## config.mk

```make
export PLATFORM = sky130hd
export DESIGN_NAME = ras_ctrl
export DESIGN_NICKNAME = d
export VERILOG_FILES = /design/src/rtl/bpu_pkg.sv /design/src/rtl/ras_stack_mem.sv /design/src/rtl/sync_fifo.sv /design/src/rtl/ras_ctrl.sv
export SDC_FILE = /design/constraint.sdc
export NUM_CORES = 1
export LEC_CHECK = 0
export BUFFER_PORTS_ARGS = -buffer_cell sky130_fd_sc_hd__buf_2
export CAP_MARGIN = 40
export CORE_MARGIN = 3
export CORE_UTILIZATION = 35
export CTS_BUF_LIST = sky130_fd_sc_hd__clkbuf_16
export DETAILED_ROUTE_END_ITERATION = 10
export HOLD_SLACK_MARGIN = 0.08
export PLACE_DENSITY = 0.56
export SYNTH_ARGS = -nofsm -noshare
export SYNTH_HDL_FRONTEND = slang
export SYNTH_SLANG_ARGS = --single-unit
export TNS_END_PERCENT = 5
```

## constraint.sdc

```tcl
create_clock -name clk -period 11.9 [get_ports clk]
set_clock_uncertainty 0.1 [all_clocks]
set_input_delay 2.38 -clock clk [delete_from_list [all_inputs] [get_ports clk]]
set_output_delay 2.38 -clock clk [all_outputs]
set_load 0.1 [all_outputs]
```

## src/rtl/bpu_pkg.sv

```systemverilog
// Shared branch-prediction types: branch type encodings, RAS and checkpoint sizing,
// and the checkpoint record saved per fetched control instruction.
package bpu_pkg;

  typedef enum logic [1:0] {
    BR_NONE   = 2'b00,
    BR_BRANCH = 2'b01,
    BR_RET    = 2'b10,
    BR_JUMP   = 2'b11
  } br_type_e;

  localparam int RAS_DEPTH  = 8;
  localparam int RAS_AW     = 3;
  localparam int DEPTH_W    = 4;
  localparam int CKPT_DEPTH = 4;
  localparam int CKPT_CW    = 3;

  typedef struct packed {
    logic [RAS_AW-1:0]  sp;
    logic [DEPTH_W-1:0] depth;
    logic [31:0]        top;
  } ckpt_t;

endpackage

```

## src/rtl/ras_stack_mem.sv

```systemverilog
// 8x32 return-address storage: one synchronous write port, two async read ports.
// Zero latency on reads; no backpressure.
module ras_stack_mem
  import bpu_pkg::*;
(
  input  logic              clk,
  input  logic              rst,
  input  logic              i_wr_en,
  input  logic [RAS_AW-1:0] i_wr_addr,
  input  logic [31:0]       i_wr_dat,
  input  logic [RAS_AW-1:0] i_rd0_addr,
  output logic [31:0]       o_rd0_dat,
  input  logic [RAS_AW-1:0] i_rd1_addr,
  output logic [31:0]       o_rd1_dat
);

  logic [31:0] r_mem [RAS_DEPTH];

  always_ff @(posedge clk) begin
    if (!rst) begin
      for (int i = 0; i < RAS_DEPTH; i++) r_mem[i] <= '0;
    end else if (i_wr_en) begin
      r_mem[i_wr_addr] <= i_wr_dat;
    end
  end

  assign o_rd0_dat = r_mem[i_rd0_addr];
  assign o_rd1_dat = r_mem[i_rd1_addr];

endmodule

```

## src/rtl/sync_fifo.sv

```systemverilog
// Generic in-order FIFO with synchronous clear; head visible combinationally.
// Caller must not push when full or pop when empty (no internal backpressure).
module sync_fifo #(
  parameter  int W     = 8,
  parameter  int DEPTH = 4,
  localparam int AW    = $clog2(DEPTH)
) (
  input  logic         clk,
  input  logic         rst,
  input  logic         i_clr,
  input  logic         i_push,
  input  logic [W-1:0] i_push_dat,
  input  logic         i_pop,
  output logic [W-1:0] o_head_dat,
  output logic [AW:0]  o_cnt
);

  logic [W-1:0]  r_mem [DEPTH];
  logic [AW-1:0] r_wr_ptr;
  logic [AW-1:0] r_rd_ptr;
  logic [AW:0]   r_cnt;

  always_ff @(posedge clk) begin
    if (!rst || i_clr) begin
      r_wr_ptr <= '0;
      r_rd_ptr <= '0;
      r_cnt    <= '0;
    end else begin
      if (i_push) r_wr_ptr <= r_wr_ptr + 1'b1;
      if (i_pop)  r_rd_ptr <= r_rd_ptr + 1'b1;
      case ({i_push, i_pop})
        2'b10:   r_cnt <= r_cnt + 1'b1;
        2'b01:   r_cnt <= r_cnt - 1'b1;
        default: r_cnt <= r_cnt;
      endcase
    end
  end

  always_ff @(posedge clk) begin
    if (rst && !i_clr && i_push) r_mem[r_wr_ptr] <= i_push_dat;
  end

  assign o_head_dat = r_mem[r_rd_ptr];
  assign o_cnt      = r_cnt;

endmodule

```

## src/rtl/ras_ctrl.sv

```systemverilog
// Return address stack with per-event checkpoints for mispredict recovery.
// Return prediction is combinational; fetch stalls (fetch_ready_o=0) while 4 checkpoints are held.
module ras_ctrl
  import bpu_pkg::*;
(
  input  logic         clk,
  input  logic         rst,
  input  logic [1:0]   f_valid_i,
  input  logic [1:0]   f_type1_i,
  input  logic [1:0]   f_type2_i,
  input  logic [1:0]   f_link_i,
  input  logic [31:0]  f_pc1_i,
  input  logic [31:0]  f_pc2_i,
  output logic         fetch_ready_o,
  output logic         pred_valid_o,
  output logic         pred_slot_o,
  output logic [31:0]  pred_addr_o,
  input  logic         ex_resolve_i,
  input  logic         ex_mispredict_i,
  output logic [3:0]   depth_o,
  output logic [2:0]   ckpt_cnt_o
);

  logic [RAS_AW-1:0]  r_sp;
  logic [DEPTH_W-1:0] r_depth;

  logic               w_slot1_evt, w_slot2_evt, w_evt, w_slot, w_link;
  br_type_e           w_type;
  logic [31:0]        w_pc;
  logic               w_ready, w_restore, w_dequeue, w_accept, w_call, w_pop;
  logic [CKPT_CW-1:0] w_cnt;
  ckpt_t              w_head, w_ckpt_nxt;
  logic [31:0]        w_rd_top, w_rd_below;
  logic [RAS_AW-1:0]  w_sp_nxt;
  logic [DEPTH_W-1:0] w_depth_nxt;

  // Slot1 wins whenever it carries a control instruction.
  assign w_slot1_evt = f_valid_i[0] && (f_type1_i != BR_NONE);
  assign w_slot2_evt = f_valid_i[1] && (f_type2_i != BR_NONE);
  assign w_evt       = w_slot1_evt || w_slot2_evt;
  assign w_slot      = !w_slot1_evt;
  assign w_type      = w_slot1_evt ? br_type_e'(f_type1_i) : br_type_e'(f_type2_i);
  assign w_link      = w_slot1_evt ? f_link_i[0] : f_link_i[1];
  assign w_pc        = w_slot1_evt ? f_pc1_i : f_pc2_i;

  assign w_ready   = (w_cnt != CKPT_CW'(CKPT_DEPTH));
  assign w_restore = ex_resolve_i && ex_mispredict_i && (w_cnt != '0);
  assign w_dequeue = ex_resolve_i && !ex_mispredict_i && (w_cnt != '0);
  assign w_accept  = w_evt && w_ready && !w_restore;
  assign w_call    = w_accept && (w_type == BR_JUMP) && w_link;
  assign w_pop     = w_accept && (w_type == BR_RET) && (r_depth != '0);

  always_comb begin
    w_sp_nxt    = r_sp;
    w_depth_nxt = r_depth;
    w_ckpt_nxt  = '{sp: r_sp, depth: r_depth, top: w_rd_top};
    if (w_call) begin
      w_sp_nxt    = r_sp + 1'b1;
      w_depth_nxt = (r_depth == DEPTH_W'(RAS_DEPTH)) ? r_depth : r_depth + 1'b1;
      w_ckpt_nxt  = '{sp: w_sp_nxt, depth: w_depth_nxt, top: w_pc + 32'd8};
    end else if (w_pop) begin
      w_sp_nxt    = r_sp - 1'b1;
      w_depth_nxt = r_depth - 1'b1;
      w_ckpt_nxt  = '{sp: w_sp_nxt, depth: w_depth_nxt, top: w_rd_below};
    end
  end

  // Restore and call never coincide: a restore drops the fetch event.
  ras_stack_mem u_stack (
    .clk        (clk),
    .rst        (rst),
    .i_wr_en    (w_call || w_restore),
    .i_wr_addr  (w_restore ? w_head.sp : r_sp + 1'b1),
    .i_wr_dat   (w_restore ? w_head.top : w_pc + 32'd8),
    .i_rd0_addr (r_sp),
    .o_rd0_dat  (w_rd_top),
    .i_rd1_addr (r_sp - 1'b1),
    .o_rd1_dat  (w_rd_below)
  );

  sync_fifo #(.W($bits(ckpt_t)), .DEPTH(CKPT_DEPTH)) u_ckpt_fifo (
    .clk        (clk),
    .rst        (rst),
    .i_clr      (w_restore),
    .i_push     (w_accept),
    .i_push_dat (w_ckpt_nxt),
    .i_pop      (w_dequeue),
    .o_head_dat (w_head),
    .o_cnt      (w_cnt)
  );

  always_ff @(posedge clk) begin
    if (!rst) begin
      r_sp    <= '0;
      r_depth <= '0;
    end else if (w_restore) begin
      r_sp    <= w_head.sp;
      r_depth <= w_head.depth;
    end else begin
      r_sp    <= w_sp_nxt;
      r_depth <= w_depth_nxt;
    end
  end

  assign fetch_ready_o = rst && w_ready;
  assign pred_valid_o  = rst && w_pop;
  assign pred_slot_o   = rst && w_pop && w_slot;
  assign pred_addr_o   = (rst && w_pop) ? w_rd_top : 32'd0;
  assign depth_o       = rst ? r_depth : 4'd0;
  assign ckpt_cnt_o    = rst ? w_cnt : 3'd0;

endmodule

```

Word-level counts from Yosys, hierarchy flattened
Memory sizes are Yosys's and may differ from the RTL's. A register that Yosys moved wholly into a read port is not among the register bits.
Cells that the tools add are included.
Cells by class
  multiplexer cells: 31
  add/sub/neg operators: 9
  eq/ne operators: 6
  reduce and logical (&&, ||, !) cells: 31
Operators with widths (count)
  $mux W32: 4
  $mux W39: 2
  $add A32 B4 Y32 const B: 1
  $reduce_or A32 Y1: 1
  $mux W3: 8
  $mux W4: 5
  $logic_and A1 B1 Y1: 17
  $mux W1: 8
  $add A3 B1 Y3 const B: 2
  $eq A2 B2 Y1 const B: 3
  $mux W2: 3
  $pmux W3 S2: 1
  $reduce_bool A2 Y1: 3
  $reduce_bool A3 Y1: 2
  $sub A3 B1 Y3 const B: 2
  $add A2 B1 Y2 const B: 2
  $add A4 B1 Y4 const B: 1
  $eq A4 B4 Y1 const B: 1
  $logic_not A1 Y1: 4
  $reduce_bool A4 Y1: 1
  $sub A4 B1 Y4 const B: 1
  $logic_or A1 B1 Y1: 3
  $ne A3 B3 Y1 const B: 1
  $eq A2 B1 Y1 const B: 1
Word-level totals
  logic and storage cells: 84
  output and inout bits: 42
  memory bits (writable): 412
  bits of input ports: 76
  memories kept: 2
  flip-flop bits (word level): 14
Memory list
  u_stack.r_mem: depth 8, bits a word 32, rd ports 2, clocked after Yosys merged registers in 1, write ports 8, RTL line ras_stack_mem.sv:17  | logic [31:0] r_mem [RAS_DEPTH];
  u_ckpt_fifo.r_mem: depth 4, bits a word 39, rd ports 1, clocked after Yosys merged registers in 1, write ports 1, RTL line sync_fifo.sv:18  | logic [W-1:0] r_mem [DEPTH];

Depth between registers and ports, before layout
Gate-level depths: netlist (run 1).
  word-level depth: 13
  mapped depth: 14

By module
Synthesis (run 1) repeated with hierarchy kept, for this count alone.
Unflattened totals
  cell total of the unflattened synthesis: 1628
  area, all modules: 23308.6 µm²
By module, submodules not included
  ras_stack_mem: instances 1, area each 13545.5 µm², cells an instance 843
  sync_fifo: instances 1, area each 6053.3 µm², cells an instance 250
  ras_ctrl: instances 1, area each 3709.8 µm², cells an instance 535

Least setup slack after synthesis (run 1)
Ideal clock, no wire load.
  path kind: input -> output
  from: in f_type2_i[1]
  to: out pred_addr_o[10]
  path slack: 4.310 ns
  required time: 9.420 ns
  arrival: 5.110 ns
  stages on the path: 8
  buffers on the path: 3
  path through: o21ai_0 > a211oi_2 > nor4bb_1 > buf_2 > buf_2 > nand2_1 > clkbuf_1 > nor2_1
On the way
  word-level cells in the longest chain between the ends: 9
  elaborated cells on any way between the ends: 11
  classes of those cells: eq/ne: 1; mux: 2; reduce/logical: 8
Ends and longest elaborated chain
  start, declared: RTL line ras_ctrl.sv:10  | input logic [1:0] f_type2_i,
  $reduce_bool A2 Y1: RTL line ras_ctrl.sv:39  | assign w_slot2_evt = f_valid_i[1] && (f_type2_i != BR_NONE);
  $logic_and A1 B1 Y1: RTL line ras_ctrl.sv:39
  $logic_or A1 B1 Y1: RTL line ras_ctrl.sv:40  | assign w_evt = w_slot1_evt || w_slot2_evt;
  $logic_and A1 B1 Y1 (2 in series): RTL line ras_ctrl.sv:49  | assign w_accept = w_evt && w_ready && !w_restore;
  $logic_and A1 B1 Y1 (*) (2 in series): RTL line ras_ctrl.sv:51  | assign w_pop = w_accept && (w_type == BR_RET) && (r_depth != '0);
  $logic_and A1 B1 Y1 (*): RTL line ras_ctrl.sv:108  | assign pred_addr_o = (rst && w_pop) ? w_rd_top : 32'd0;
  $mux W32 (*): RTL line ras_ctrl.sv:108
  end, declared: RTL line ras_ctrl.sv:17  | output logic [31:0] pred_addr_o,
Every way passes the cells marked *; elsewhere a longest branch is shown, timed or not.

Final worst setup path (run 1)
  from: in f_valid_i[0]
  to: out pred_addr_o[13]
On the way
  word-level cells in the longest chain between the ends: 8
  elaborated cells on any way between the ends: 10
  classes of those cells: eq/ne: 1; mux: 2; reduce/logical: 7
Ends and longest elaborated chain
  start, declared: RTL line ras_ctrl.sv:8  | input logic [1:0] f_valid_i,
  $logic_and A1 B1 Y1 (*): RTL line ras_ctrl.sv:38  | assign w_slot1_evt = f_valid_i[0] && (f_type1_i != BR_NONE);
  parallel branches: the longest is 3 deep, another holds $mux W2
  $logic_and A1 B1 Y1 (*) (2 in series): RTL line ras_ctrl.sv:51
  $logic_and A1 B1 Y1 (*): RTL line ras_ctrl.sv:108
  $mux W32 (*): RTL line ras_ctrl.sv:108
Every way passes the cells marked *.

==> flow_metrics.py, run 1 <==
metrics = {
    "floorplanning": {
        "die_area_um2": 66600,
        "die_w_um": 258,
        "coreArea_um2": 62300,
        "start_util": 0.357,
        "fp.dieH_um": 258,
        "num_rows": 91,
        "ios": 118,
    },
    "clock_tree": {
        "htreeDepth": 2,
        "cts_num_sinks": 431,
        "postCtsSetupBuffers": 0,
        "numCtsBuffers": 46,
        "cts_tree": "done",
        "cts_root_buf": "clkbuf_16",
        "insertion_delay_ns": 0.57,
        "clkTransAtPathRegs_ns": 0.05,
        "clock_path_buffers": 3,
        "hold_buffers": 0,
        "cts_resized": 0,
    },
    "synthesis": {
        "synthFlopType": "edfxtp_1",
        "yosys.cell_types.count": 70,
        "synth_area_um2": 22300,
        "yosysWarnings": 0,
        "synth-seq-cells": 431,
        "synthArstFlopShare": 0,
        "synth_seq_area_share": 0.573,
        "synth_fp_nets": 1703,
        "synth_cells": 1616,
        "synth_edf_count": 412,
        "avgSynthCellArea_um2": 13.8,
    },
    "sta": {
        "tightest_slew_ns": 0.898,
        "finalSetupViolations": 0,
        "hold_viol": 0,
        "setup_ws_ns": 4.28,
        "relSlewSlack": 0.401,
        "grt_setup_unrepaired": "no",
        "fmax_mhz": 131,
        "min_period_ns": 7.62,
        "fin_setup_tns_ns": 0,
        "slew_violations": 0,
        "finalCritPeriodShare": 0.641,
    },
    "finish": {
        "final_common_cell": "edfxtp_1",
        "instances_no_fill": 2583,
        "areaGrowthSynthToFinish_pct": 14.1,
        "num_antenna_cells": 0,
        "mostFrequentLayoutCells": "edfxtp_1 (412), nor2_1 (326), mux4_2 (167)",
        "fill_cells": 5788,
        "fin_nets": 1799,
        "drive_above_1_share": 0.253,
        "finish.instance_area_um2": 25400,
        "postLayoutCoreUtil": 0.408,
    },
    "place": {
        "numPlacedInstances": 2501,
        "gp_congestion": 0.847,
        "hpwl_um": 40100,
        "dpl_cell_area_um2": 23900,
        "port_buffers": 117,
        "place_ws_ns": 4.27,
    },
    "critical_path": {
        "endpoint_kind": "output pin",
        "crit_arrival_ns": 5.14,
        "cp_max_fo": 44,
        "critPathKind": "in2out",
        "critical_path_required_ns": 9.42,
        "critPathLaunchType": "input pin",
    },
    "pwr": {
        "power.density_nw_per_um2": 212,
        "ir_worst_vdd_mv": 0.153,
        "leakage_uw": 0.00861,
    },
    "routing": {
        "dr.pass1.iters": 5,
        "wire_per_inst_um": 25.8,
        "dr_total_vias": 14684,
        "routed_wl_um": 66700,
        "dr_wl_met3_um": 4580,
        "drc": 0,
        "detail-route-antenna-nets": 0,
        "vias_per_cell": 5.68,
        "highest_layer": "met4",
        "dr_wl_met2_um": 33200,
        "drt_iter0_markers": 1357,
        "met1Wirelength_um": 26900,
    },
    "global_routing": {
        "antenna_found_initial": 2,
        "gr-total-overflow": 0,
        "track_usage": 0.197,
        "grt_pass1_wl_um": 97100,
        "first_global_vias": 14753,
        "grt_max_degree": 60,
    },
    "status": {
        "status": "finished clean",
    },
    "worst_hold_path": {
        "hold_path.class": "reg2reg",
    },
    "flow_run": {
        "cap_violations": 0,
    },
}
## where the power goes
group | leakage, uW | internal (uW) | switching (uW)
clock | 0.000735 | 799 | 582
combinational | 0.00364 | 779 | 1170
sequential | 0.00424 | 1930 | 110
total | 0.00861 | 3510 | 1860
## cells by family after synthesis
family / count (synthesis) / share of synthesized area
and+or+nand+nor: 578 / 0.113
xor gates and xnor gates: 36 / 0.0142
muxes: 292 / 0.226
adders and majority gates: 11 / 0.00652
AOI/OAI and AO/OA: 139 / 0.0424
buffers and inverters: 129 / 0.0242
DFF: 431 / 0.573
## critical path, stage by stage
cell and delay, ns:
buf_2 0.14, o21ai_4 0.14, a211oi_2 0.48, nor4bb_4 0.28, buf_4 0.22, buf_16 0.32
nand2_2 0.32, buf_12 0.27, nor2_1 0.11, buf_2 0.44
## synth_stat cells (15+ instances only)
master    count  area, um^2
clkbuf_1     65         244
o21ai_0      44         220
and2_1       15        93.8
xnor2_1      23         201
nand3_1      35         175
mux4_2      167        3760
inv_1        17        63.8
nor3_1       21         105
nor2_1      326        1220
mux2i_1     113        1130
nand2_1     102         383
dfxtp_1      19         380
edfxtp_1    412       12400
nor4_1       18         113
buf_2        28         140
## registers in the layout (all words and copies together) (netlist names), named ones only
| name | count |
|---|---|
| r_depth | 4 |
| u_ckpt_fifo.o_cnt | 3 |
| u_stack.r_mem | 256 |
| u_ckpt_fifo.r_mem | 156 |
| u_ckpt_fifo.r_wr_ptr | 2 |
| r_sp | 3 |
| u_ckpt_fifo.r_rd_ptr | 2 |
## area by class of cell
cell class	instances	area [um^2]	share of cell area
inverters	18	67.6	0.00266
flip-flops and latches	431	12800	0.503
well taps	837	1050	0.0413
repair buffers	159	993	0.0391
multi-input cells	1056	9070	0.357
clock buffers	47	1180	0.0463
clock inverters	35	263	0.0104
## path summary, 6_finish.rpt
kind	from	cells after the start	end	slack (ns)
worst max register to register	r_sp[0]	9	u_stack.r_mem[6][21]	7.60
worst max-delay path	f_valid_i[0]	10	pred_addr_o[13]	4.28
worst min register to register	u_ckpt_fifo.r_rd_ptr[1]	2	flip-flop	0.44
worst min-delay path	u_ckpt_fifo.r_rd_ptr[1]	2	flip-flop	0.44
## stage by stage
| stage | total power (uW) | hold slack (ns) |
|---|---|---|
| floorplan | 3400 | 0.385 |
| global placement | 3990 | 0.411 |
| detailed placement | 4040 | 0.439 |
| CTS | 5430 | 0.448 |
| global route | 5610 | 0.481 |
| finish | 5370 | 0.444 |
## layer usage
layer / global-route usage / up-vias
met5: 0 / -
met4: 0.0626 / 0
met3: 0.0354 / 96
met2: 0.343 / 557
met1: 0.250 / 7600
li1: - / 6431
Note: power is estimated with default switching activity, not from simulation.
==> run 2: changes to the inputs <==
--- a/config.mk
+++ b/config.mk
@@ -12,7 +12,7 @@
 export CTS_BUF_LIST = sky130_fd_sc_hd__clkbuf_16
 export DETAILED_ROUTE_END_ITERATION = 10
 export HOLD_SLACK_MARGIN = 0.08
-export PLACE_DENSITY = 0.56
+export PLACE_DENSITY = 0.57
 export SYNTH_ARGS = -nofsm -noshare
 export SYNTH_HDL_FRONTEND = slang
 export SYNTH_SLANG_ARGS = --single-unit
==> constraint.sdc (replaced) <==
create_clock -name clk -period 6.8 [get_ports clk]
set_clock_uncertainty 0.1 [all_clocks]
set_input_delay 1.36 -clock clk [delete_from_list [all_inputs] [get_ports clk]]
set_output_delay 1.36 -clock clk [all_outputs]
set_load 0.1 [all_outputs]
==> run 2 against run 1 <==
Compared with the run above:
- critical endpoint is now pred_addr_o[24]
- wire length up 2.2%
- utilization down 0.13 points
- count of clock-buffer cells in the layout unchanged
- flip-flop and latch count is the same
- largest cell class unchanged
- non-clock buffer count is 2 higher
- largest power group unchanged
- critical path depth decreased by 2
- first-iteration DRC count is 34% higher
==> flow_metrics.py, run 2 (synthesized netlist as in run 1, its figures left out) <==
metrics = {
    "pwr": {
        "p_sw_frac": 0.354,
        "p_total_uw": 9340,
        "ir_worst_vdd_mv": 0.265,
        "pwr-share-comb": 0.364,
        "p_seq_frac": 0.387,
        "leakage_uw": 0.00863,
        "power.density_nw_per_um2": 369,
        "switchingPower_uw": 3300,
        "power.internal_uw": 6040,
        "clock_power_share": 0.249,
    },
    "critical_path": {
        "crit_chain": "buf_2 -> o21ai_0 -> a211oi_2 -> nor4bb_4 -> nand2_2 -> buf_4 -> nor2_1 -> buf_2",
        "path_delay_family": "buffers and inverters",
        "crit_top_cell": "buf_2",
        "cp_slowest_stage_delay_ns": 0.51,
        "critPathKind": "in2out",
        "critPathLaunchType": "input pin",
        "cp_max_fo": 23,
        "endpoint_kind": "output pin",
        "crit_arrival_ns": 3.74,
        "worst_path_max_delay_cell": "a211oi_2",
        "critical_path_required_ns": 5.34,
        "path_buf_inv": 3,
    },
    "routing": {
        "vias_per_cell": 5.85,
        "drc": 0,
        "dr_total_vias": 15126,
        "dr.pass1.iters": 8,
        "wire_per_inst_um": 26.3,
        "dr_wl_met2_um": 33900,
        "dr_wl_met3_um": 5140,
        "routed_wl_um": 68100,
        "detail-route-antenna-nets": 0,
        "drt_iter0_markers": 1825,
        "highest_layer": "met4",
        "met1Wirelength_um": 27300,
    },
    "sta": {
        "finalCritPeriodShare": 0.764,
        "relSlewSlack": 0.412,
        "finalSetupViolations": 0,
        "hold_viol": 0,
        "slew_violations": 0,
        "fin_setup_tns_ns": 0,
        "grt_setup_unrepaired": "no",
        "fmax_mhz": 192,
        "min_period_ns": 5.20,
        "tightest_slew_ns": 0.883,
        "setup_ws_ns": 1.60,
    },
    "finish": {
        "num_antenna_cells": 0,
        "largest-register": "u_stack.r_mem",
        "fin_nets": 1801,
        "fill_cells": 5802,
        "drive_above_1_share": 0.253,
        "final_common_cell": "edfxtp_1",
        "reg.largest.list": "u_stack.r_mem: 256 flops, u_ckpt_fifo.r_mem: 156 flops, r_depth: 4 flops",
        "finish.instance_area_um2": 25300,
        "largest_register_ffs": 256,
        "mostFrequentLayoutCells": "edfxtp_1 (412), nor2_1 (326), mux4_2 (167)",
        "postLayoutCoreUtil": 0.406,
        "areaGrowthSynthToFinish_pct": 13.7,
    },
    "clock_tree": {
        "cts_num_sinks": 431,
        "numCtsBuffers": 46,
        "htreeDepth": 2,
        "cts_root_buf": "clkbuf_16",
        "insertion_delay_ns": 0.58,
        "cts_tree": "done",
        "cts_resized": 0,
        "clock_path_buffers": 3,
        "hold_buffers": 0,
        "postCtsSetupBuffers": 0,
        "clkTransAtPathRegs_ns": 0.06,
    },
    "place": {
        "dpl_cell_area_um2": 23900,
        "port_buffers": 117,
        "hpwl_um": 42000,
        "gp_congestion": 0.889,
        "place_ws_ns": 1.56,
    },
    "global_routing": {
        "grt_pass1_wl_um": 100000,
        "antenna_found_initial": 0,
        "track_usage": 0.202,
        "gr-total-overflow": 0,
        "grt_max_degree": 59,
        "first_global_vias": 15209,
    },
    "flow_run": {
        "cap_violations": 0,
    },
    "floorplanning": {
        "ios": 118,
        "num_rows": 91,
        "start_util": 0.357,
        "fp.dieH_um": 258,
        "die_area_um2": 66600,
        "die_w_um": 258,
        "coreArea_um2": 62300,
    },
    "worst_hold_path": {
        "hold_path.class": "reg2reg",
    },
    "status": {
        "status": "finished clean",
    },
}
-- run 2: layout make-up --
cell class,count,area (um^2),area share
Timing Repair Buffer,161,986,0.0390
Inverter,18,67.6,0.00267
Sequential cell,431,12800,0.505
Multi-Input combinational cell,1056,9070,0.358
Clock buffer,47,1180,0.0465
Clock inverter,37,190,0.00752
Tap cell,837,1050,0.0414
-- run 2: power by group through the flow --
stage / clock [uW] / combinational [uW] / sequential [uW]
3_3_place_gp: 0 / 3270 / 3710
6_report: 2330 / 3400 / 3620
4_1_cts: 2360 / 3430 / 3620
5_1_grt: 2460 / 3610 / 3650
2_1_floorplan: 0 / 2460 / 3490
3_5_place_dp: 0 / 3420 / 3670
-- run 2: path summary, 6_finish.rpt --
| check | startpoint | to | slack (ns) | depth (start not counted) |
|---|---|---|---|---|
| max | f_type2_i[1] | pred_addr_o[24] | 1.60 | 8 |
| min | u_ckpt_fifo.r_rd_ptr[1] | flip-flop | 0.45 | 2 |
| max reg2reg | flip-flop | u_stack.r_mem[4][3] | 2.67 | 8 |
| min reg2reg | u_ckpt_fifo.r_rd_ptr[1] | flip-flop | 0.45 | 2 |
-- run 2: per-layer routing --
metal	vias to the layer above	track usage
met3	97	0.0368
met5	-	0
met4	0	0.0597
met1	7914	0.263
met2	678	0.344
li1	6437	-
-- run 2: worst min-delay path, delay by kind of cell, from the launching register on --
family	cells	cell delay, ns
DFF	1	0.32
and+or+nand+nor	1	0.12
xor gates and xnor gates	1	0.06
-- run 2: stage by stage --
step / cells / hold slack [ns]
final: 2587 / 0.447
after global routing: 2587 / 0.487
after CTS: 2587 / 0.450
after detailed placement: 2503 / 0.438
after global placement: 2494 / 0.408
after floorplan: 1616 / 0.385
==> run 3: changes to the inputs <==
--- a/config.mk
+++ b/config.mk
@@ -12,7 +12,7 @@
 export CTS_BUF_LIST = sky130_fd_sc_hd__clkbuf_16
 export DETAILED_ROUTE_END_ITERATION = 10
 export HOLD_SLACK_MARGIN = 0.08
-export PLACE_DENSITY = 0.57
+export PLACE_DENSITY = 0.56
 export SYNTH_ARGS = -nofsm -noshare
 export SYNTH_HDL_FRONTEND = slang
 export SYNTH_SLANG_ARGS = --single-unit
==> constraint.sdc (replaced) <==
create_clock -name clk -period 4.8 [get_ports clk]
set_clock_uncertainty 0.1 [all_clocks]
set_input_delay 0.96 -clock clk [delete_from_list [all_inputs] [get_ports clk]]
set_output_delay 0.96 -clock clk [all_outputs]
set_load 0.1 [all_outputs]
==> run 3 against run 2 <==
Compared with the run above:
- first-iteration DRC count is 4.7% lower
- cell count is 0.23% higher
- sequential share of layout area is 1.2 points lower
- global-route usage is 0.18 points higher
==> flow_metrics.py, run 3 (synthesized netlist as in run 1, its figures left out) <==
metrics = {
    "status": {
        "status": "finished clean",
    },
    "floorplanning": {
        "die_w_um": 258,
        "die_area_um2": 66600,
        "ios": 118,
        "start_util": 0.357,
        "num_rows": 91,
        "coreArea_um2": 62300,
        "fp.dieH_um": 258,
    },
    "global_routing": {
        "gr-total-overflow": 0,
        "grt_pass1_wl_um": 101000,
        "grt_max_degree": 52,
        "track_usage": 0.204,
        "first_global_vias": 15131,
        "antenna_found_initial": 0,
    },
    "sta": {
        "min_period_ns": 4.35,
        "grt_setup_unrepaired": "no",
        "slew_violations": 0,
        "finalSetupViolations": 0,
        "hold_viol": 0,
        "tightest_slew_ns": 0.866,
        "fmax_mhz": 230,
        "finalCritPeriodShare": 0.906,
        "fin_setup_tns_ns": 0,
        "relSlewSlack": 0.406,
        "setup_ws_ns": 0.451,
    },
    "critical_path": {
        "ff2ff_path_depth": 6,
        "crit_chain": "buf_4 -> mux4_2 -> mux2i_1 -> nor2_1 -> buf_12",
        "critPathKind": "reg2out",
        "worst_path_max_delay_cell": "dfxtp_4",
        "critical_path_required_ns": 3.74,
        "path_delay_family": "multiplexers",
        "cp.depth": 5,
        "cp_slowest_stage_delay_ns": 0.77,
        "path_buf_inv": 2,
        "endpoint_kind": "output pin",
        "cp_max_fo": 27,
        "critPathLaunchType": "flip-flop",
        "crit_arrival_ns": 3.29,
    },
    "routing": {
        "drc": 0,
        "wire_per_inst_um": 26.3,
        "routed_wl_um": 68200,
        "drt_iter0_markers": 1739,
        "dr_total_vias": 14896,
        "detail-route-antenna-nets": 0,
        "dr.pass1.iters": 5,
        "vias_per_cell": 5.74,
    },
    "clock_tree": {
        "cts_resized": 0,
        "hold_buffers": 0,
        "htreeDepth": 2,
        "clock_path_buffers": 3,
        "cts_tree": "done",
        "numCtsBuffers": 46,
        "cts_num_sinks": 431,
        "postCtsSetupBuffers": 0,
        "insertion_delay_ns": 0.59,
        "cts_root_buf": "clkbuf_16",
        "clkTransAtPathRegs_ns": 0.06,
    },
    "worst_hold_path": {
        "hold_path.class": "reg2reg",
        "holdPathStages": 2,
    },
    "pwr": {
        "ir_worst_vdd_mv": 0.378,
        "power.internal_uw": 8610,
        "power.density_nw_per_um2": 512,
        "p_seq_frac": 0.385,
        "p_sw_frac": 0.352,
        "leakage_uw": 0.00874,
        "switchingPower_uw": 4680,
        "pwr-share-comb": 0.369,
        "clock_power_share": 0.246,
        "p_total_uw": 13300,
    },
    "place": {
        "place_ws_ns": 0.451,
        "gp_congestion": 0.852,
        "port_buffers": 117,
        "numPlacedInstances": 2510,
        "hpwl_um": 42900,
    },
    "finish": {
        "instances_no_fill": 2593,
        "drive_above_1_share": 0.256,
        "fill_cells": 5778,
        "postLayoutCoreUtil": 0.417,
        "num_antenna_cells": 0,
        "largest_register_ffs": 256,
        "reg.largest.list": "u_stack.r_mem: 256 flops, u_ckpt_fifo.r_mem: 156 flops, r_depth: 4 flops",
        "regArea_um2": 12800,
        "fin_nets": 1808,
        "final_common_cell": "edfxtp_1",
        "multi_input_area_um2": 9070,
        "mostFrequentLayoutCells": "edfxtp_1 (412), nor2_1 (326), mux4_2 (167)",
        "largest-register": "u_stack.r_mem",
        "areaGrowthSynthToFinish_pct": 16.6,
    },
    "flow_run": {
        "cap_violations": 0,
    },
}
[run 3: changes by cell type in the layout (fill, tap and decap cells not counted), sizes merged]
cell      before  now
buf          161  168
inv           38   32
clkinv        16   19
clkinvlp       0    3
clkbuf        47   46
[run 3: layout make-up]
type | count | area share
clock inverters | 37 | 0.00801
clock buffers | 46 | 0.0444
multi-input cells | 1056 | 0.350
flip-flops and latches | 431 | 0.492
repair buffers | 168 | 0.0630
inverters | 18 | 0.00260
well taps | 837 | 0.0404
[run 3: worst paths after layout]
kind                           start                      end  slack [ns]
min reg2reg  u_ckpt_fifo.r_rd_ptr[1]                flip-flop        0.43
max reg2reg                flip-flop  u_ckpt_fifo.r_mem[3][9]        1.40
max                        flip-flop           pred_addr_o[9]        0.45
min          u_ckpt_fifo.r_rd_ptr[1]                flip-flop        0.43
[run 3: routing by layer]
metal	GRT usage	up-vias	part of all wire
li1	-	6447	-
met1	0.274	7726	0.42
met2	0.342	636	0.49
met3	0.0376	87	0.071
met4	0.0493	0	0.024
met5	0	-	0
[run 3: stage by stage]
| stage | hold slack [ns] | cell area (um^2) |
|---|---|---|
| final | 0.433 | 25900 |
| after global placement | 0.407 | 24500 |
| after detailed placement | 0.420 | 24600 |
| after floorplan | 0.385 | 22300 |
| after global routing | 0.483 | 25900 |
| after CTS | 0.431 | 25900 |
[run 3: power groups by stage]
stage	Sequential [uW]	Combinational [uW]	Clock, uW
6_report	5110	4910	3270
3_5_place_dp	5190	4930	0
4_1_cts	5110	4950	3340
2_1_floorplan	4950	3480	0
3_3_place_gp	5200	4820	0
5_1_grt	5160	5240	3500
[run 3: tightest hold or removal path, cell delays in order (launching register included)]
cell	delay (ns)
dfxtp_1	0.32
xor2_1	0.06
nor2_1	0.11
